## src/rtl/l1_jet_merge.sv

```systemverilog
// l1_jet_merge
// ------------
// Layer-1 jet merger. Takes the eta-ordered cluster stream of one event
// from the clusterizer, merges clusters in adjacent eta bins into a single
// held jet, applies a minimum-pT threshold and caps the number of jets
// emitted per event. An end-of-event pulse flushes the held jet and
// produces a one-cycle done pulse with the per-event jet count.
//
// Ports
//   clk, reset        : single clock, synchronous active-high reset
//   start             : one-cycle event start, clears per-event state
//   in_valid          : cluster valid
//   in_pt/eta/ntrx/xcount : cluster fields
//   eoe               : end-of-event pulse
//   out_valid         : one cycle per finalized jet
//   out_pt/eta/ntrx/xcount: finalized jet fields
//   out_done          : one-cycle pulse, event fully flushed
//   out_count         : jets emitted this event (meaningful with out_done)
//   overflow          : sticky per event, a jet was dropped by the cap
module l1_jet_merge #(
  parameter logic [8:0] PT_MIN   = 9'd2,
  parameter int         MAX_JETS = 12
) (
  input  logic       clk,
  input  logic       reset,
  input  logic       start,
  input  logic       in_valid,
  input  logic [8:0] in_pt,
  input  logic [4:0] in_eta,
  input  logic [4:0] in_ntrx,
  input  logic [3:0] in_xcount,
  input  logic       eoe,
  output logic       out_valid,
  output logic [8:0] out_pt,
  output logic [4:0] out_eta,
  output logic [4:0] out_ntrx,
  output logic [3:0] out_xcount,
  output logic       out_done,
  output logic [3:0] out_count,
  output logic       overflow
);

  localparam logic [3:0] MAX_C = 4'(MAX_JETS);

  typedef enum logic [0:0] {
    ST_ACC   = 1'b0,
    ST_FLUSH = 1'b1
  } state_t;

  // Saturating adders for the merged jet fields.
  function automatic logic [8:0] sat_add9(input logic [8:0] a, input logic [8:0] b);
    logic [9:0] s;
    s = {1'b0, a} + {1'b0, b};
    if (s[9]) begin
      sat_add9 = 9'h1FF;
    end else begin
      sat_add9 = s[8:0];
    end
  endfunction

  function automatic logic [4:0] sat_add5(input logic [4:0] a, input logic [4:0] b);
    logic [5:0] s;
    s = {1'b0, a} + {1'b0, b};
    if (s[5]) begin
      sat_add5 = 5'h1F;
    end else begin
      sat_add5 = s[4:0];
    end
  endfunction

  function automatic logic [3:0] sat_add4(input logic [3:0] a, input logic [3:0] b);
    logic [4:0] s;
    s = {1'b0, a} + {1'b0, b};
    if (s[4]) begin
      sat_add4 = 4'hF;
    end else begin
      sat_add4 = s[3:0];
    end
  endfunction

  // Registered state
  state_t     state_r;
  logic       hvalid_r;
  logic [8:0] hpt_r;
  logic [4:0] heta_r;
  logic [4:0] hlast_r;
  logic [8:0] hmax_r;
  logic [4:0] hntrx_r;
  logic [3:0] hnx_r;
  logic [3:0] count_r;
  logic       overflow_r;
  logic       out_valid_r;
  logic [8:0] out_pt_r;
  logic [4:0] out_eta_r;
  logic [4:0] out_ntrx_r;
  logic [3:0] out_xcount_r;
  logic       out_done_r;

  // Next-state values
  state_t     state_s;
  logic       hvalid_s;
  logic [8:0] hpt_s;
  logic [4:0] heta_s;
  logic [4:0] hlast_s;
  logic [8:0] hmax_s;
  logic [4:0] hntrx_s;
  logic [3:0] hnx_s;
  logic [3:0] count_s;
  logic       overflow_s;
  logic       out_valid_s;
  logic [8:0] out_pt_s;
  logic [4:0] out_eta_s;
  logic [4:0] out_ntrx_s;
  logic [3:0] out_xcount_s;
  logic       out_done_s;

  // Jet selected for finalization this cycle (threshold/cap applied after)
  logic       fin_req_s;
  logic [8:0] fin_pt_s;
  logic [4:0] fin_eta_s;
  logic [4:0] fin_ntrx_s;
  logic [3:0] fin_nx_s;
  logic       adjacent_s;

  // Eta compared in 6 bits so that bin 31 followed by bin 0 never merges.
  assign adjacent_s = hvalid_r && ({1'b0, in_eta} == ({1'b0, hlast_r} + 6'd1));

  // Next-state and output decode: merge/load, finalize, threshold and cap.
  always_comb begin
    state_s      = state_r;
    hvalid_s     = hvalid_r;
    hpt_s        = hpt_r;
    heta_s       = heta_r;
    hlast_s      = hlast_r;
    hmax_s       = hmax_r;
    hntrx_s      = hntrx_r;
    hnx_s        = hnx_r;
    count_s      = count_r;
    overflow_s   = overflow_r;
    out_valid_s  = 1'b0;
    out_pt_s     = out_pt_r;
    out_eta_s    = out_eta_r;
    out_ntrx_s   = out_ntrx_r;
    out_xcount_s = out_xcount_r;
    out_done_s   = 1'b0;
    fin_req_s    = 1'b0;
    fin_pt_s     = hpt_r;
    fin_eta_s    = heta_r;
    fin_ntrx_s   = hntrx_r;
    fin_nx_s     = hnx_r;

    if (start) begin
      // Start wins over every same-cycle input; any held jet is discarded.
      state_s    = ST_ACC;
      hvalid_s   = 1'b0;
      count_s    = 4'd0;
      overflow_s = 1'b0;
    end else begin
      case (state_r)
        ST_ACC: begin
          if (in_valid) begin
            if (adjacent_s) begin
              hpt_s   = sat_add9(hpt_r, in_pt);
              hntrx_s = sat_add5(hntrx_r, in_ntrx);
              hnx_s   = sat_add4(hnx_r, in_xcount);
              hlast_s = in_eta;
              // Strictly greater: a pT tie keeps the earlier eta.
              if (in_pt > hmax_r) begin
                heta_s = in_eta;
                hmax_s = in_pt;
              end else begin
                heta_s = heta_r;
                hmax_s = hmax_r;
              end
            end else begin
              // Non-adjacent: the old held jet (if any) goes out now.
              fin_req_s = hvalid_r;
              hvalid_s  = 1'b1;
              hpt_s     = in_pt;
              heta_s    = in_eta;
              hlast_s   = in_eta;
              hmax_s    = in_pt;
              hntrx_s   = in_ntrx;
              hnx_s     = in_xcount;
            end
          end else begin
            hvalid_s = hvalid_r;
          end

          if (eoe) begin
            if (fin_req_s) begin
              // Output slot already used by the old jet: flush next cycle.
              state_s = ST_FLUSH;
            end else begin
              if (hvalid_s) begin
                fin_req_s  = 1'b1;
                fin_pt_s   = hpt_s;
                fin_eta_s  = heta_s;
                fin_ntrx_s = hntrx_s;
                fin_nx_s   = hnx_s;
                hvalid_s   = 1'b0;
              end else begin
                fin_req_s = 1'b0;
              end
              out_done_s = 1'b1;
            end
          end else begin
            state_s = ST_ACC;
          end
        end

        ST_FLUSH: begin
          // in_valid and eoe are ignored here.
          fin_req_s  = hvalid_r;
          hvalid_s   = 1'b0;
          out_done_s = 1'b1;
          state_s    = ST_ACC;
        end

        default: begin
          state_s  = ST_ACC;
          hvalid_s = 1'b0;
        end
      endcase

      if (fin_req_s) begin
        if (fin_pt_s < PT_MIN) begin
          // Below threshold: dropped silently, not counted.
          out_valid_s = 1'b0;
        end else if (count_r == MAX_C) begin
          overflow_s = 1'b1;
        end else begin
          out_valid_s  = 1'b1;
          out_pt_s     = fin_pt_s;
          out_eta_s    = fin_eta_s;
          out_ntrx_s   = fin_ntrx_s;
          out_xcount_s = fin_nx_s;
          count_s      = count_r + 4'd1;
        end
      end else begin
        out_valid_s = 1'b0;
      end
    end
  end

  // FSM state register.
  always_ff @(posedge clk) begin
    if (reset) begin
      state_r <= ST_ACC;
    end else begin
      state_r <= state_s;
    end
  end

  // Held jet, per-event counters and registered outputs.
  always_ff @(posedge clk) begin
    if (reset) begin
      hvalid_r     <= 1'b0;
      hpt_r        <= 9'd0;
      heta_r       <= 5'd0;
      hlast_r      <= 5'd0;
      hmax_r       <= 9'd0;
      hntrx_r      <= 5'd0;
      hnx_r        <= 4'd0;
      count_r      <= 4'd0;
      overflow_r   <= 1'b0;
      out_valid_r  <= 1'b0;
      out_pt_r     <= 9'd0;
      out_eta_r    <= 5'd0;
      out_ntrx_r   <= 5'd0;
      out_xcount_r <= 4'd0;
      out_done_r   <= 1'b0;
    end else begin
      hvalid_r     <= hvalid_s;
      hpt_r        <= hpt_s;
      heta_r       <= heta_s;
      hlast_r      <= hlast_s;
      hmax_r       <= hmax_s;
      hntrx_r      <= hntrx_s;
      hnx_r        <= hnx_s;
      count_r      <= count_s;
      overflow_r   <= overflow_s;
      out_valid_r  <= out_valid_s;
      out_pt_r     <= out_pt_s;
      out_eta_r    <= out_eta_s;
      out_ntrx_r   <= out_ntrx_s;
      out_xcount_r <= out_xcount_s;
      out_done_r   <= out_done_s;
    end
  end

  // count_r and overflow_r already include the jet emitted alongside out_done.
  assign out_valid  = out_valid_r;
  assign out_pt     = out_pt_r;
  assign out_eta    = out_eta_r;
  assign out_ntrx   = out_ntrx_r;
  assign out_xcount = out_xcount_r;
  assign out_done   = out_done_r;
  assign out_count  = count_r;
  assign overflow   = overflow_r;

endmodule

```

## config.mk

```make
export PLATFORM = sky130hd
export DESIGN_NAME = l1_jet_merge
export DESIGN_NICKNAME = d
export VERILOG_FILES = /design/src/rtl/l1_jet_merge.sv
export SDC_FILE = /design/constraint.sdc
export NUM_CORES = 1
export LEC_CHECK = 0
export CAP_MARGIN = 25
export CORE_ASPECT_RATIO = 0.9
export CORE_MARGIN = 5
export CORE_UTILIZATION = 45
export CTS_CLUSTER_DIAMETER = 200
export DETAILED_ROUTE_END_ITERATION = 16
export GPL_ROUTABILITY_DRIVEN = 1
export GPL_TIMING_DRIVEN = 0
export PLACE_DENSITY = 0.67
export SLEW_MARGIN = 20
export SYNTH_ARGS = -nofsm -noshare
export SYNTH_HDL_FRONTEND = slang
export SYNTH_SLANG_ARGS = --single-unit
```

## constraint.sdc

```tcl
create_clock -name clk -period 7 [get_ports clk]
set_input_delay 0.7 -clock clk [delete_from_list [all_inputs] [get_ports clk]]
set_output_delay 0.7 -clock clk [all_outputs]
set_load 0.05 [all_outputs]
```

# Yosys cells after proc, flatten, opt, wreduce, memory -nomap -nowiden
# Index checks and enable logic that the tools add are counted.
dict set report totals {
  register_bits 69
  in_bits 28
  out_inout_bits 30
  word_cells 94
}
dict set report classes {
  add_sub_neg 5
  magnitude_cmp 2
  n_eq_ne 3
  n_mux 54
  n_bitwise 5
  reduce_logical 9
}
# operator count
set ops {}
lappend ops {{9-bit 2-to-1 mux} 10}
lappend ops {{5-bit 2-to-1 mux} 14}
lappend ops {{4-bit 2-to-1 mux} 7}
lappend ops {{1-bit 2-to-1 mux} 19}
lappend ops {{9-bit by 9-bit adder with 10-bit output} 1}
lappend ops {{9-bit > comparator} 1}
lappend ops {{9-bit by 2-bit < comparator with 1-bit output, second input constant} 1}
lappend ops {{3-bit AND reduction} 3}
lappend ops {{1-bit case mux with 2 select lines} 4}
lappend ops {{4-bit AND reduction} 2}
lappend ops {{5-bit by 1-bit adder with 6-bit output, second input constant} 1}
lappend ops {{5-bit by 5-bit adder with 6-bit output} 1}
lappend ops {{5-bit by 6-bit equality test with 1-bit output} 1}
lappend ops {{4-bit by 4-bit adder with 5-bit output} 1}
lappend ops {{1-bit NOT} 5}
lappend ops {{4-bit by 1-bit adder with 4-bit output, second input constant} 1}
lappend ops {{4-bit equality test, second input constant} 1}
lappend ops {{4-bit OR reduction} 1}
lappend ops {{2-bit by 1-bit != test with 1-bit output, second input constant} 1}
lappend ops {{2-bit AND reduction} 1}
lappend ops {{2-bit OR reduction} 1}
lappend ops {{1-bit logical AND} 1}

# Logic depth before layout (Yosys ltp)
# Gate-level depths: netlist (run 1).
dict set report logic_depth {
  ltp_word 15
  depth_mapped 12
  depth_no_buf 11
}

# Worst setup path after synthesis (run 1)
# Ideal clock, no wire load.
dict set report synth_path {
  kind {input to register}
  from {in in_pt[3]}
  to {reg out_pt_r[3] (netlist: out_pt[3])}
  setup_ps 123
  arrival_ps 3368
  required_time_ps 6877
  path_slack_ps 3509
  stages 11
  n_path_buf 1
  cell_sequence {ha_1 a21o_1 a21oi_1 a211o_1 nand2_1 o41a_1 o211a_1 or2_4 o21ai_4 buf_6 mux2_1}
}
dict set report synth_via {
  elab_chain_cells 12
}
# element line_no
set synth_rtl {}
lappend synth_rtl {{start, declared} 28} ;# input logic [8:0] in_pt,
lappend synth_rtl {{9-bit by 9-bit adder with 10-bit output} 53} ;# s = {1'b0, a} + {1'b0, b};
lappend synth_rtl {{9-bit 2-to-1 mux} 54} ;# if (s[9]) begin
lappend synth_rtl {{9-bit 2-to-1 mux (*)} 162} ;# if (adjacent_s) begin
lappend synth_rtl {{9-bit 2-to-1 mux (*)} 161} ;# if (in_valid) begin
lappend synth_rtl {{9-bit 2-to-1 mux (*)} 195} ;# if (hvalid_s) begin
lappend synth_rtl {{9-bit 2-to-1 mux (*)} 191} ;# if (fin_req_s) begin
lappend synth_rtl {{9-bit 2-to-1 mux (*)} 190} ;# if (eoe) begin
lappend synth_rtl {{9-bit 2-to-1 mux (*)} 159} ;# case (state_r)
lappend synth_rtl {{9-bit 2-to-1 mux (*)} 152} ;# if (start) begin
lappend synth_rtl {{9-bit by 2-bit < comparator with 1-bit output} 227} ;# if (fin_pt_s < PT_MIN) begin
lappend synth_rtl {{1-bit NOT (no line)} --}
lappend synth_rtl {{4-bit AND reduction (no line)} --}
lappend synth_rtl {{end signal, assigned} 284} ;# out_pt_r <= out_pt_s;
lappend synth_rtl {{end, declared} 93} ;# logic [8:0] out_pt_r;
# Mark *: on every way between the ends. The rest lies on a longest branch, timed or not. The select of a mux whose other input is x is not followed.
# A chain may end at the register's enable or synchronous reset.

# Worst setup path after layout (run 1)
dict set report layout_path {
  from {in in_pt[3]}
  to {reg out_pt_r[0] (netlist: out_pt[0])}
}
# The elaborated chain is that of the path after synthesis.

==> impl_metrics.tcl, run 1 <==
set metrics [dict create \
    rsz0062_at_grt "false" \
    die_w_um 115 \
    dpl_cell_area_um2 5230 \
    synth_cell_types 65 \
    drive_above_1_share_pct 6.21 \
    setup_ws_ps 2800 \
    antenna_left 0 \
    globalplace.congestion 0.924 \
    clk_latency_ps 350 \
    place_ws_ps 2490 \
    synth_nets 600 \
    yosys_most_used_dff "dfxtp_1" \
    setup_tns_ps 0 \
    fill_cells 929 \
    finalCriticalPeriod_ps 4200 \
    critPathArrivalTime_ps 4430 \
    cts_buffers 9 \
    yosysTopAreaCellShare_pct 30.7 \
    slew_viol_final 0 \
    fp.dieArea_um2 12100 \
    yosysTopAreaCell "dfxtp_1" \
    synth-seq-area-share_pct 30.7 \
    grt_overflow 0 \
    crit_fanout 10 \
    ctsHoldBuffers 0 \
    cp.required_ps 7240 \
    synth-edff-count 0 \
    synth_async_sr_flop_share_pct 0 \
    cts_resized 0 \
    layout.nets 668 \
    grt_max_degree 12 \
    cts-root-buf "clkbuf_8" \
    regArea_um2 1380 \
    drc 0 \
    clk_pin_slew_ps 70 \
    cp-start-kind "primary input" \
    synth_area_leaders "dfxtp_1 31%, ha_1 8.3%, mux2i_1 6.0%, nor2_1 4.8%, nand2_1 4.4%" \
    cts_buffer_depth 2 \
    power.leakage_nw 2.17 \
    netlist_instances 539 \
    irDropWorstVdd_mv 0.129 \
    syn_area_um2 4500 \
    fin_skew_ps 6.16 \
    dr.pass1.iters 5 \
    grt_pass1_vias 3949 \
    start_util_pct 46.2 \
    syn-mean-instance-area_um2 8.35 \
    multiInputGateArea_um2 2910 \
    row_count 34 \
    tightest_slew_ps 934 \
    power_density_nw_per_um2 180 \
    pin_count 58 \
    fin_crit_sh_pct 60.0 \
    crit_path_end_kind "flop" \
    ys_warn_count 0 \
    hold_viol_final 0 \
    cap_violations 0 \
    num_vias 4208 \
    io_buffers 57 \
    fin_area_um2 5410 \
    antenna_cells 0 \
    hold_class "reg2reg" \
    cts.sinks 69 \
    hpwlAfterDp_um 9630 \
    via_per_inst 5.70 \
    setup_viol 0 \
    grt.total_usage_pct 20.7 \
    slew_headroom_pct 37.2 \
    fin_util_pct 55.5 \
    grt_pass1_wl_um 20100 \
    status "finished clean" \
    cts_setup_buffers 0 \
    htree_levels 3 \
    max_freq_mhz 238 \
    cts_tree "built" \
    path_class "in2reg" \
    die_h_um 105 \
    core_um2 9740 \
    synth-seq-cells 69 \
    wirelength_um 12400 \
    syn_to_final_growth_pct 20.1 \
    routedWlPerCell_um 16.8 \
    drt_iter0_drc 390 \
    antenna_found_initial 0 \
]
==> cell usage after synthesis, types with 2 or more instances <==
| library cell | number |
|---|---|
| and2_1 | 3 |
| nor2b_1 | 21 |
| nand3_1 | 11 |
| dfxtp_1 | 69 |
| a221oi_1 | 2 |
| nand2b_1 | 15 |
| a22oi_1 | 10 |
| buf_6 | 2 |
| o211a_1 | 3 |
| mux2i_1 | 27 |
| xor2_1 | 5 |
| xnor2_1 | 10 |
| buf_2 | 5 |
| nor3b_1 | 2 |
| a21oi_2 | 3 |
| o31ai_1 | 6 |
| nand2_1 | 53 |
| o21a_1 | 8 |
| inv_1 | 26 |
| o221a_2 | 2 |
| a32o_1 | 2 |
| or2_2 | 2 |
| mux2_2 | 2 |
| and3_1 | 2 |
| o21ai_0 | 19 |
| a2111oi_0 | 3 |
| a21o_1 | 6 |
| ha_1 | 30 |
| o21bai_1 | 3 |
| nor3_1 | 6 |
| a31oi_1 | 3 |
| a22o_1 | 3 |
| o211ai_1 | 10 |
| or3_1 | 7 |
| nand4_1 | 2 |
| a211oi_1 | 2 |
| fa_1 | 3 |
| a21oi_1 | 35 |
| a41oi_1 | 3 |
| nor2_1 | 58 |
| mux2_1 | 15 |
| clkbuf_1 | 17 |
==> through the flow <==
step	hold slack, ps	power (mW)	instances
after floorplan	451	0.598	539
after global placement	460	0.672	722
after detailed placement	465	0.678	722
after CTS	482	0.978	738
after global routing	509	1.02	738
final	480	0.971	738
==> power by group <==
part	internal [mW]	leakage (nW)	switching, mW
clock network	0.148	0.0857	0.152
registers	0.411	0.563	0.0139
logic	0.0999	1.52	0.146
==> final timing paths <==
kind	end	slack (ps)	from	cells after the start
setup / recovery	out_pt[0]$_SDFFE_PP0P_	2800	in_pt[3]	12
hold / removal	out_ntrx[3]$_SDFFE_PP0P_	480	out_ntrx[3]$_SDFFE_PP0P_	2
setup reg to reg	out_pt[0]$_SDFFE_PP0P_	3280	hpt_r[3]$_SDFFE_PP0P_	11
hold reg to reg	out_ntrx[3]$_SDFFE_PP0P_	480	out_ntrx[3]$_SDFFE_PP0P_	2
==> placed cells by master, fill, tap and decap left out, types with 15 or more instances in the layout <==
cell              n
inv_1            26
nand2b_1         15
mux2_1           15
mux2i_1          27
nor2b_1          21
nand2_1          53
ha_1             30
clkbuf_1         19
dfxtp_1          69
a21oi_1          35
clkdlybuf4s50_1  57
o21ai_0          19
nor2_1           58
==> area by class of cell <==
class                   instances  area share, %
multi-input cells             420           53.8
repair buffers                 57           10.5
flip-flops and latches         69           25.5
plain buffers                  24           2.06
clock buffers                  13           2.94
inverters                      26           1.80
clock inverters                 3          0.370
well taps                     126           2.91
==> cell families after synthesis <==
| group | after synthesis | share of synthesized area (%) |
|---|---|---|
| multiplexers | 44 | 10.3 |
| adder cells (fa/ha/maj) | 33 | 9.67 |
| buffers and inverters | 50 | 4.64 |
| AND/OR/NAND/NOR | 192 | 20.7 |
| XOR/XNOR | 15 | 2.92 |
| flip-flops | 69 | 30.7 |
| AO/OA/AOI/OAI | 136 | 21.1 |
==> registers in the layout, indices dropped and copies added (netlist names) <==
| name | flops |
|---|---|
| state_r | 1 |
| out_eta | 5 |
| out_xcount | 4 |
| hpt_r | 9 |
| hlast_r | 5 |
| hntrx_r | 5 |
| out_pt | 9 |
| out_count | 4 |
| out_done | 1 |
| hmax_r | 9 |
| out_valid | 1 |
| heta_r | 5 |
| overflow | 1 |
| out_ntrx | 5 |
| hnx_r | 4 |
| hvalid_r | 1 |
==> critical path, cell delays in order <==
cell and delay (ps):
clkdlybuf4s50_1 480, ha_1 400, a21o_1 220, a21oi_1 300, a211o_1 260, nand2_1 170, o311ai_1 660, a31oi_1 210
or2_4 300, o21ai_4 190, buf_6 190, mux2_1 330
==> layer usage <==
layer  share of wire (%)  track usage [%]
met1                  46             28.5
met2                  45             32.1
met3                 6.3             4.57
met4                 2.3             6.96
met5                   0                0
Power figures use the tool's default switching activity.
==> run 2, diff against run 1 <==
- clock period: 7 -> 4.3 ns (I/O delays scaled with it)
==> results of run 2 <==
Same layout as run 1 (identical final DEF). Status: finished clean.
Among the figures that moved: setup slack after placement 2490 ps -> 59.0 ps; setup slack after layout 2800 ps -> 373 ps; register-to-register setup slack 3280 ps -> 580 ps; total power 0.971 mW -> 1.58 mW; worst IR drop on VDD 0.129 mV -> 0.209 mV
==> run 3, diff against run 2 <==
- CORE_ASPECT_RATIO: 0.9 -> unset
==> run 3 against run 2 <==
Compared with the run above:
- hold slack worse by 9.9 ps
- first-iteration DRC count shrank 17%
- global-route usage is 0.15 points higher
- fmax shrank 2.5%
- sequential power barely moved
==> impl_metrics.tcl, run 3 (synthesis gave the netlist of run 1 again) <==
set metrics [dict create \
    cts_buffer_depth 2 \
    drive_above_1_share_pct 5.89 \
    dr.pass1.iters 6 \
    num_vias 4195 \
    rsz0062_at_grt "false" \
    fin_area_um2 5430 \
    r2r_cells 11 \
    die_w_um 110 \
    finalCriticalPeriod_ps 4030 \
    crit_chain "clkdlybuf4s50_1 > ha_1 > a21oi_2 > nor2_1 > a211oi_2 > nand2_1 > o311ai_1 > a31oi_1 > or2_4 > o21ai_4 > buf_6 > mux2_1" \
    cp.required_ps 4530 \
    slew_viol_final 0 \
    slew_headroom_pct 40.7 \
    hold_depth 1 \
    cts-root-buf "clkbuf_8" \
    layout.nets 668 \
    cpPeakStageDelay_ps 690 \
    power_frac_seq_pct 42.5 \
    setup_ws_ps 272 \
    final_cell_mix "69 x dfxtp_1, 58 x nor2_1, 57 x clkdlybuf4s50_1" \
    use_met3_pct 4.66 \
    cp.depth 12 \
    total_power_mw 1.63 \
    switching_power_mw 0.497 \
    power_density_nw_per_um2 299 \
    crit_path_end_kind "flop" \
    dpl_cell_area_um2 5240 \
    clkPwrFrac_pct 32.9 \
    hpwlAfterDp_um 9550 \
    internal-power_mw 1.13 \
    cap_violations 0 \
    irDropWorstVdd_mv 0.219 \
    io_buffers 57 \
    clk_pin_slew_ps 70 \
    max_freq_mhz 248 \
    layout_commonest_cell "dfxtp_1" \
    critPathArrivalTime_ps 4260 \
    cts_setup_buffers 0 \
    routedWlPerCell_um 16.5 \
    htree_levels 3 \
    setup_viol 0 \
    grt_pass1_vias 3980 \
    power_frac_comb_pct 24.6 \
    antenna_found_initial 0 \
    globalplace.congestion 0.887 \
    die_h_um 110 \
    place_ws_ps -8.82 \
    grt_overflow 0 \
    crit_fanout 10 \
    power.leakage_nw 2.18 \
    ff2ff_setup_slack_ps 540 \
    cts_tree "built" \
    fin_crit_sh_pct 93.7 \
    met2_usage_pct 35.3 \
    antenna_left 0 \
    cp_top_family "compound AO/OA/AOI/OAI gates" \
    ctsHoldBuffers 0 \
    row_count 36 \
    drc 0 \
    grt.busiest_layer "met2" \
    cts.sinks 69 \
    grt.total_usage_pct 20.9 \
    via_per_inst 5.64 \
    cts_resized 0 \
    start_util_pct 46.1 \
    switching_share_pct 30.6 \
    cts_buffers 9 \
    critical-path-slowest-cell "o311ai_1" \
    syn_to_final_growth_pct 20.6 \
    fp.dieArea_um2 12100 \
    hold_class "reg2reg" \
    grt_max_degree 11 \
    path_buf_inv 2 \
    fin_skew_ps 11.2 \
    pin_count 58 \
    status "finished clean" \
    wirelength_um 12200 \
    grt_pass1_wl_um 19600 \
    drt_iter0_drc 323 \
    tightest_slew_ps 883 \
    clk_latency_ps 350 \
    grt_use_met1_pct 26.5 \
    core_um2 9770 \
    path_class "in2reg" \
    hold_viol_final 0 \
    antenna_cells 0 \
    cp-start-kind "primary input" \
]
-- run 3: cell types whose count changed in the layout (fill, tap and decap cells not counted), sizes merged --
| cell | change |
|---|---|
| clkinv | -1 |
| clkinvlp | -2 |
| clkbuf | +1 |
| bufinv | +1 |
-- run 3: metal layers --
metal / vias up / share of wire, %
met5: - / 0
met4: 0 / 2.4
met3: 24 / 6.2
met2: 130 / 47
met1: 1980 / 44
li1: 2061 / -
-- run 3: cell type report --
| class | instances | area, um^2 |
|---|---|---|
| Fill cell | 960 | 4340 |
| Multi-Input combinational cell | 420 | 2910 |
| Sequential cell | 69 | 1380 |
| Timing Repair Buffer | 57 | 571 |
| Tap cell | 133 | 166 |
| Clock buffer | 14 | 163 |
| Buffer | 24 | 111 |
| Inverter | 26 | 97.6 |
| Clock inverter | 1 | 30.0 |
-- run 3: power groups by stage --
stage | logic [mW] | registers, mW | clock network (mW)
global route | 0.436 | 0.696 | 0.576
finish | 0.399 | 0.692 | 0.535
floorplan | 0.228 | 0.745 | 0
CTS | 0.398 | 0.692 | 0.552
global placement | 0.389 | 0.705 | 0
detailed placement | 0.397 | 0.707 | 0
-- run 3: metrics by stage --
step           utilization, %  hold slack (ps)  TNS, ps  cells
2_1_floorplan               -              451        0    539
3_3_place_gp             53.6              453        0    729
3_5_place_dp             53.6              465    -25.2    729
4_1_cts                  55.6              479        0    744
5_1_grt                  55.6              498        0    744
6_report                 55.6              470        0    744
-- run 3: final timing paths --
check,start,to
worst max-delay path,in_pt[6],out_pt[7]$_SDFFE_PP0P_
worst min register to register,overflow$_SDFFE_PP0P_,overflow$_SDFFE_PP0P_
worst min-delay path,overflow$_SDFFE_PP0P_,overflow$_SDFFE_PP0P_
worst max register to register,hpt_r[3]$_SDFFE_PP0P_,out_pt[7]$_SDFFE_PP0P_
-- run 3: worst register-to-register path, cell delays in order, from the launching register on --
cell      delay, ps
dfxtp_1         420
ha_1            320
a21o_1          220
a21oi_1         300
a211o_1         270
nand2_1         160
o311ai_1        690
a31oi_1         220
or2_4           300
o21ai_4         210
buf_6           200
mux2_1          330
